**config.mk**
```make
export PLATFORM = sky130hd
export DESIGN_NAME = mac_accum_seq
export DESIGN_NICKNAME = d
export VERILOG_FILES = /design/src/rtl/mac_accum_seq.sv
export SDC_FILE = /design/constraint.sdc
export NUM_CORES = 1
export LEC_CHECK = 0
export ABC_AREA = 1
export CAP_MARGIN = 10
export CORE_ASPECT_RATIO = 1.2
export CORE_MARGIN = 4
export CORE_UTILIZATION = 41
export DETAILED_ROUTE_END_ITERATION = 16
export PLACE_DENSITY = 0.8
export RECOVER_POWER = 25
export SYNTH_ARGS = -nofsm -noshare
export SYNTH_HDL_FRONTEND = slang
export SYNTH_SLANG_ARGS = --single-unit
```
**constraint.sdc**
```tcl
create_clock -name clk -period 1.7 [get_ports clk]
set_input_delay 0.34 -clock clk [delete_from_list [all_inputs] [get_ports clk]]
set_output_delay 0.34 -clock clk [all_outputs]
set_load 0.1 [all_outputs]
```
**src/rtl/mac_accum_seq.sv**
```systemverilog
// Dot-product sequencer around a combinational mac_unit: feeds the running sum back as mac_c.
// Optional MAC_ACC_BIAS_EN adds in_bias, used as the first-beat mac_c instead of ACC_INIT.
module mac_accum_seq #(
  parameter int unsigned          DATA_W   = 16,
  parameter int unsigned          CNT_W    = 8,
  parameter logic [DATA_W-1:0]    ACC_INIT = '0
) (
  input  logic              clk,
  input  logic              rst,
  input  logic              mode,
  input  logic              in_valid,
  output logic              in_ready,
  input  logic [DATA_W-1:0] in_a,
  input  logic [DATA_W-1:0] in_b,
  input  logic              in_last,
`ifdef MAC_ACC_BIAS_EN
  input  logic [DATA_W-1:0] in_bias,
`endif
  output logic [DATA_W-1:0] mac_a,
  output logic [DATA_W-1:0] mac_b,
  output logic [DATA_W-1:0] mac_c,
  output logic              mac_mode,
  input  logic [DATA_W-1:0] mac_out,
  input  logic              mac_err,
  output logic              out_valid,
  input  logic              out_ready,
  output logic [DATA_W-1:0] out_data,
  output logic              out_error,
  output logic [CNT_W-1:0]  out_count
);

  typedef enum logic [1:0] {
    IDLE,
    ACC,
    OUT
  } state_e;

  state_e             state_q, state_d;
  logic [DATA_W-1:0]  acc_q, acc_d;
  logic               mode_q, mode_d;
  logic               err_q, err_d;
  logic [CNT_W-1:0]   cnt_q, cnt_d;
  logic [DATA_W-1:0]  out_data_q, out_data_d;
  logic               out_error_q, out_error_d;
  logic [CNT_W-1:0]   out_count_q, out_count_d;

  logic               fire;
  logic [CNT_W-1:0]   cnt_inc;
  logic [DATA_W-1:0]  seed;

`ifdef MAC_ACC_BIAS_EN
  assign seed = in_bias;
`else
  assign seed = ACC_INIT;
`endif

  assign in_ready  = (state_q != OUT);
  assign out_valid = (state_q == OUT);
  assign out_data  = out_data_q;
  assign out_error = out_error_q;
  assign out_count = out_count_q;

  assign mac_a    = in_a;
  assign mac_b    = in_b;
  assign mac_c    = (state_q == IDLE) ? seed : acc_q;
  assign mac_mode = (state_q == IDLE) ? mode : mode_q;

  assign fire    = in_valid & in_ready;
  // beat counter saturates rather than wrapping
  assign cnt_inc = (cnt_q == '1) ? cnt_q : cnt_q + CNT_W'(1);

  always_comb begin
    state_d     = state_q;
    acc_d       = acc_q;
    mode_d      = mode_q;
    err_d       = err_q;
    cnt_d       = cnt_q;
    out_data_d  = out_data_q;
    out_error_d = out_error_q;
    out_count_d = out_count_q;
    unique case (state_q)
      IDLE: begin
        if (fire) begin
          mode_d = mode;
          err_d  = mac_err;
          cnt_d  = CNT_W'(1);
          if (in_last) begin
            out_data_d  = mac_out;
            out_error_d = mac_err;
            out_count_d = CNT_W'(1);
            state_d     = OUT;
          end else begin
            acc_d   = mac_out;
            state_d = ACC;
          end
        end
      end
      ACC: begin
        if (fire) begin
          err_d = err_q | mac_err;
          cnt_d = cnt_inc;
          if (in_last) begin
            out_data_d  = mac_out;
            out_error_d = err_q | mac_err;
            out_count_d = cnt_inc;
            state_d     = OUT;
          end else begin
            acc_d = mac_out;
          end
        end
      end
      OUT: begin
        if (out_ready) begin
          acc_d   = ACC_INIT;
          err_d   = 1'b0;
          cnt_d   = '0;
          state_d = IDLE;
        end
      end
      default: state_d = IDLE;
    endcase
  end

  always_ff @(posedge clk) begin
    if (rst) begin
      state_q     <= IDLE;
      acc_q       <= ACC_INIT;
      mode_q      <= 1'b0;
      err_q       <= 1'b0;
      cnt_q       <= '0;
      out_data_q  <= '0;
      out_error_q <= 1'b0;
      out_count_q <= '0;
    end else begin
      state_q     <= state_d;
      acc_q       <= acc_d;
      mode_q      <= mode_d;
      err_q       <= err_d;
      cnt_q       <= cnt_d;
      out_data_q  <= out_data_d;
      out_error_q <= out_error_d;
      out_count_q <= out_count_d;
    end
  end

endmodule

```
### Word-level counts from Yosys, hierarchy flattened

Index checks and enable logic that the tools add are counted.

* add/subtract/negate cells: 1
* $mul: 0
* divide/modulo/power cells: 0
* magnitude comparators: 0
* eq/ne operators: 11
* shift operators: 0
* multiplexer cells: 31
* bitwise gates (word level): 2
* reductions and logical operators: 11

Operators by type and width (number)
* $mux W16: 4
* $mux W8: 8
* $pmux W16 S2: 1
* $pmux W8 S3: 1
* $pmux W8 S2: 1
* $ne A2 B2 Y1 const B: 6
* $reduce_and A4 Y1: 3
* $mux W2: 5
* $add A8 B1 Y8 const B: 1
* $eq A8 B8 Y1 const B: 1
* $mux W1: 8
* $pmux W2 S3: 1
* $reduce_and A5 Y1: 1
* $ne A2 B1 Y1 const B: 2
* $reduce_bool A2 Y1: 2
* $pmux W1 S3: 1
* $reduce_and A3 Y1: 1
* $reduce_bool A3 Y1: 1
* $eq A2 B1 Y1 const B: 1
* $eq A2 B2 Y1 const B: 1
* $logic_not A2 Y1: 1
* $pmux W1 S2: 1
* $reduce_and A2 Y1: 1
* $reduce_or A2 Y1: 1
* 2 further kinds: 2

* flip-flop bits (word level): 53
* latch bits: 0
* memory bits (writable): 0
* ROM bits: 0
* bits of input ports: 55
* output and inout bits: 76
* word-level logic and storage cells: 64
* memories: 0

### Depth between registers and ports, before layout

* depth in word-level cells: 5
* mapped depth: 13
* depth with buffers taken out: 11

### Worst setup path after synthesis

No wires, ideal clock.

* path type: register to output
* from: register state_q[0]
* to: output port mac_mode
* arrival: 2981 ps
* required time: 1360 ps
* setup slack: -1621 ps
* cell stages (with the launch flop): 5
* buffers on the path: 1
* cell sequence: dfxtp_1 inv_1 ha_1 clkbuf_1 o21ai_0

* longest elaborated chain between the ends: 2

RTL lines
* start: declaration: line 38 `state_e state_q, state_d;`
* start signal: assignment: line 135 `state_q <= state_d;`
* $logic_not A2 Y1: line 66 `assign mac_mode = (state_q == IDLE) ? mode : mode_q;`
* $mux W1: line 66
* end: declaration: line 22 `output logic mac_mode,`

Every way passes these cells.

### Worst setup path after layout

* from: register state_q[0]
* to: register cnt_q[0]

* longest elaborated chain between the ends: 4
* elaborated cells on any way between the ends: 11
* classes of those cells: eq/ne (6); mux (1); bitwise (1); reduce/logical (3)

RTL lines
* $ne A2 B2 Y1: line 57 `assign in_ready = (state_q != OUT);`
* $and A1 B1 Y1: line 68 `assign fire = in_valid & in_ready;`
* $ne A2 B2 Y1 (no source line)
* $reduce_and A4 Y1 (no source line)
* end signal: assignment: line 139 `cnt_q <= cnt_d;`
* end: declaration: line 42 `logic [CNT_W-1:0] cnt_q, cnt_d;`

Several ways; a longest one is shown, not always the timed one.
A chain may end at the register's enable or synchronous reset.

==> metrics list <==
* Share of the yosys chip area belonging to registers: 37.9%
* Worst setup EP type: flip-flop
- Vias in the first global route: 2560
- Peak supply drop: 0.528 mV
- The max-slew violation count came to 0.
- The first routing iteration left 183 violations.
* Die Ht: 98.5 µm
* Mean routed wirelength per cell: between 15 and 20 µm
- The HPWL after detailed placement is 5.41 mm.
* Element type at the critical path start: flip-flop
- Among all flip-flop cells after synthesis, the most frequent one is sky130_fd_sc_hd__dfxtp_1.
- The synthesized design contains 53 register bits.
* Most common cell after layout, fill and taps aside: sky130_fd_sc_hd__dfxtp_1
* Clock root buffer: sky130_fd_sc_hd__clkbuf_8
- Number of enable flip-flop cells after synthesis: 0
* Mean Syn Cell Area: 7.42 µm²
- Number of buffers on the longest clock path: 2
- In this run the cell area of the synthesized design comes to 2800 µm².
* CP Max Fanout: 7
- The number of nets in the synthesized netlist is 436.
- In this run the remaining antenna-violating nets after routing total 0.
- Max-Cap Viols: 0
- The analysis attributes to cell leakage a power of 0.00164 µW.
- In the finished design, the share of the clock period the worst path needs comes to 106%.
- Die width: roughly 83 µm
* Type of the tightest min-delay check: flip-flop to flip-flop
- The H-tree was split into 2 levels.
* Post-Synthesis Cells: 377
* Remaining DRCs: 0
* Share of total power in combinational logic: 52.4%
- P per Cell Area: 1100 nW/µm²
- After the last flow step, the layout net total stands at 484.
- Cell internal power was estimated by the tool at 2630 µW.
- GRT Total Usage: approximately 18%
- Of the total power, the share spent switching nets is 45.3%.
* Final setup fails: 53
- The slowest stage of the critical path is the sky130_fd_sc_hd__dfxtp_2 cell.
- The worst setup path is of the flip-flop to flip-flop kind.
- Effective utilization at floorplan: 42.8%
* DR vias/cell: between 5 and 6
* Die ar.: between 8000 and 9000 µm²
- Sum of overflow across all layers after global routing: 0
- Max Clock Skew: 0.0107 ns
- Wires add up to 8.44 mm.
- Failing checks: setup timing
* Area growth from synthesis to final layout: 56.9%
- The number of buffers and inverters on the critical path is 4.
- Commonest cells after routing, fill and taps aside: sky130_fd_sc_hd__dfxtp_1, sky130_fd_sc_hd__buf_12, sky130_fd_sc_hd__nor2_1
- Data arrives at the worst endpoint at 2.02 ns.
* Switching power summed over all nets: 2180 µW
- Sequential cells account for 31.7% of the total power.
* DR pass1 iterations: 4
* Clock insertion delay at the later pin of the skew report: 0.32 ns
- Hold WS: between 0.4 and 0.5 ns
- Clock slew seen by the registers of the worst setup and hold paths: 0.11 ns
* Diodes inserted: 0
* Clock sink count: 53
* TritonCTS buffer count: 5
* Via count: 2667
* Maximum cell stage delay along the critical path: 0.40 ns
- Outcome: finished with violations
* Wire length of the first global-routing pass: 12.1 mm
* Post-route worst setup slack: -0.109 ns
* Maximum operating frequency: 0.553 GHz
* Synth warnings: 0
* Initial antenna violation count: 0
* Final number of hold-violating endpoints: 0
- Layout cell share with drive strength beyond 1: 39.4%
- Share of async-settable or async-resettable flops after synthesis: 0%
- Unrepaired setup endpoints after global routing: yes
* Worst Tran Pin Value: ~0.55 ns
- TritonCTS built the clock tree.
* Cell-by-cell listing of the critical path: inv_4 > ha_4 > buf_6 > nor2_4 > nand2_2 > nand3_4 > buf_12 > inv_8 > o21ai_0 > a21oi_1
- Data on the critical path is required at its endpoint by approximately 1.9 ns.
- Gate family responsible for the most delay along the worst path: flip-flops
- Entering global routing, the biggest net connects 28 pins.
* Relative slew margins: 63.3%
- # IOs: between 100 and 150
- Routability cong.: 0.816
- Final setup TNS: -2.57 ns
- Area of the core: 6530 µm²
- Clock Power Share: 15.9%
- Subtracting the final worst setup slack from the clock period gives 1.81 ns.
* Core Rows: 32
- IO Port Bufs: between 60 and 70
* Number of library cell types mapped by synthesis: 29
-- stage by stage --
stage          cells  setup slack [ns]  cell area [µm²]  util (%)  power (µW)
2_1_floorplan    377           -0.0476             3000         -        3440
3_3_place_gp     487           -0.0359             3910      59.8        3670
3_5_place_dp     487           -0.0866             3910      59.8        3710
4_1_cts          501           -0.0667             4090      62.6        4560
5_1_grt          511            -0.178             4390      67.2        5000
6_report         511            -0.109             4390      67.2        4820
-- layout make-up --
| cell class | instances | area (µm²) |
|---|---|---|
| clock buffers | 5 | 68.8 |
| flip-flops and latches | 53 | 1060 |
| fillers | 430 | 2140 |
| inverters | 39 | 185 |
| repair buffers | 91 | 1420 |
| well taps | 85 | 106 |
| clock inverters | 3 | 25.0 |
| multi-input cells | 235 | 1510 |
-- cells in the mapped netlist, types with 2 or more instances --
cell type / number / area [µm²]
sky130_fd_sc_hd__nor2_8: 3 / 60.1
sky130_fd_sc_hd__a21oi_2: 10 / 87.6
sky130_fd_sc_hd__o21ai_0: 13 / 65.1
sky130_fd_sc_hd__nor2_4: 2 / 22.5
sky130_fd_sc_hd__nand3_1: 34 / 170
sky130_fd_sc_hd__nand2_2: 14 / 87.6
sky130_fd_sc_hd__inv_1: 32 / 120
sky130_fd_sc_hd__inv_2: 4 / 15.0
sky130_fd_sc_hd__a21oi_1: 27 / 135
sky130_fd_sc_hd__nand2_1: 38 / 143
sky130_fd_sc_hd__buf_4: 35 / 263
sky130_fd_sc_hd__clkbuf_1: 6 / 22.5
sky130_fd_sc_hd__nor2_1: 66 / 248
sky130_fd_sc_hd__buf_6: 3 / 33.8
sky130_fd_sc_hd__o21ai_1: 18 / 90.1
sky130_fd_sc_hd__buf_2: 4 / 20.0
sky130_fd_sc_hd__ha_1: 4 / 50.1
sky130_fd_sc_hd__dfxtp_1: 53 / 1060
-- worst register-to-register path, delay by kind of cell (launching register included) --
family | cells | cell delay, ns
DFF | 1 | 0.40
AOI/OAI and AO/OA | 2 | 0.31
and+or+nand+nor | 3 | 0.38
adders and majority gates | 1 | 0.20
buffers and inverters | 4 | 0.39
-- final timing paths --
kind	endpoint	slack, ns	depth (start not counted)	start
worst max-delay path	cnt_q[0]$_SDFFE_PP0P_	-0.11	10	state_q[0]$_SDFFE_PP0P_
worst min-delay path	acc_q[15]$_SDFFE_PP0P_	0.47	2	acc_q[15]$_SDFFE_PP0P_
worst max register to register	cnt_q[0]$_SDFFE_PP0P_	-0.11	10	state_q[0]$_SDFFE_PP0P_
worst min register to register	acc_q[15]$_SDFFE_PP0P_	0.47	2	acc_q[15]$_SDFFE_PP0P_
-- kinds of logic after synthesis --
kind of cell	Yosys count	synth area share (%)
buffers and inverters	89	18.6
DFF	53	37.9
xor gates and xnor gates	1	0.313
adders and majority gates	4	1.79
and+or+nand+nor	161	27.4
AOI/OAI and AO/OA	69	14.0
-- power by group through the flow --
stage,Clock (µW),Combinational (µW),Sequential (µW)
3_3_place_gp,0,2130,1540
6_report,768,2520,1530
3_5_place_dp,0,2170,1540
5_1_grt,826,2640,1540
4_1_cts,771,2270,1510
2_1_floorplan,0,1480,1950
-- registers in the layout, indices dropped and copies added (netlist names) --
signal	flops
acc_q	16
cnt_q	8
err_q	1
mode_q	1
out_count	8
out_data	16
out_error	1
state_q	2
-- what timing repair did --
item	in CTS	in global routing
resized for setup	8	55
hold buffers	0	0
setup buffers	5	8
pin swaps	6	14
endpoints found under the setup margin	18	65
gates cloned	1	2
-- routing by layer --
metal	global-route usage (%)	wire, µm	vias up
met5	0	0	-
met4	10.3	430	0
met3	3.76	512	46
li1	-	-	1266
met1	19.4	2980	1222
met2	32.9	4510	133
(Power assumes the default switching activity.)
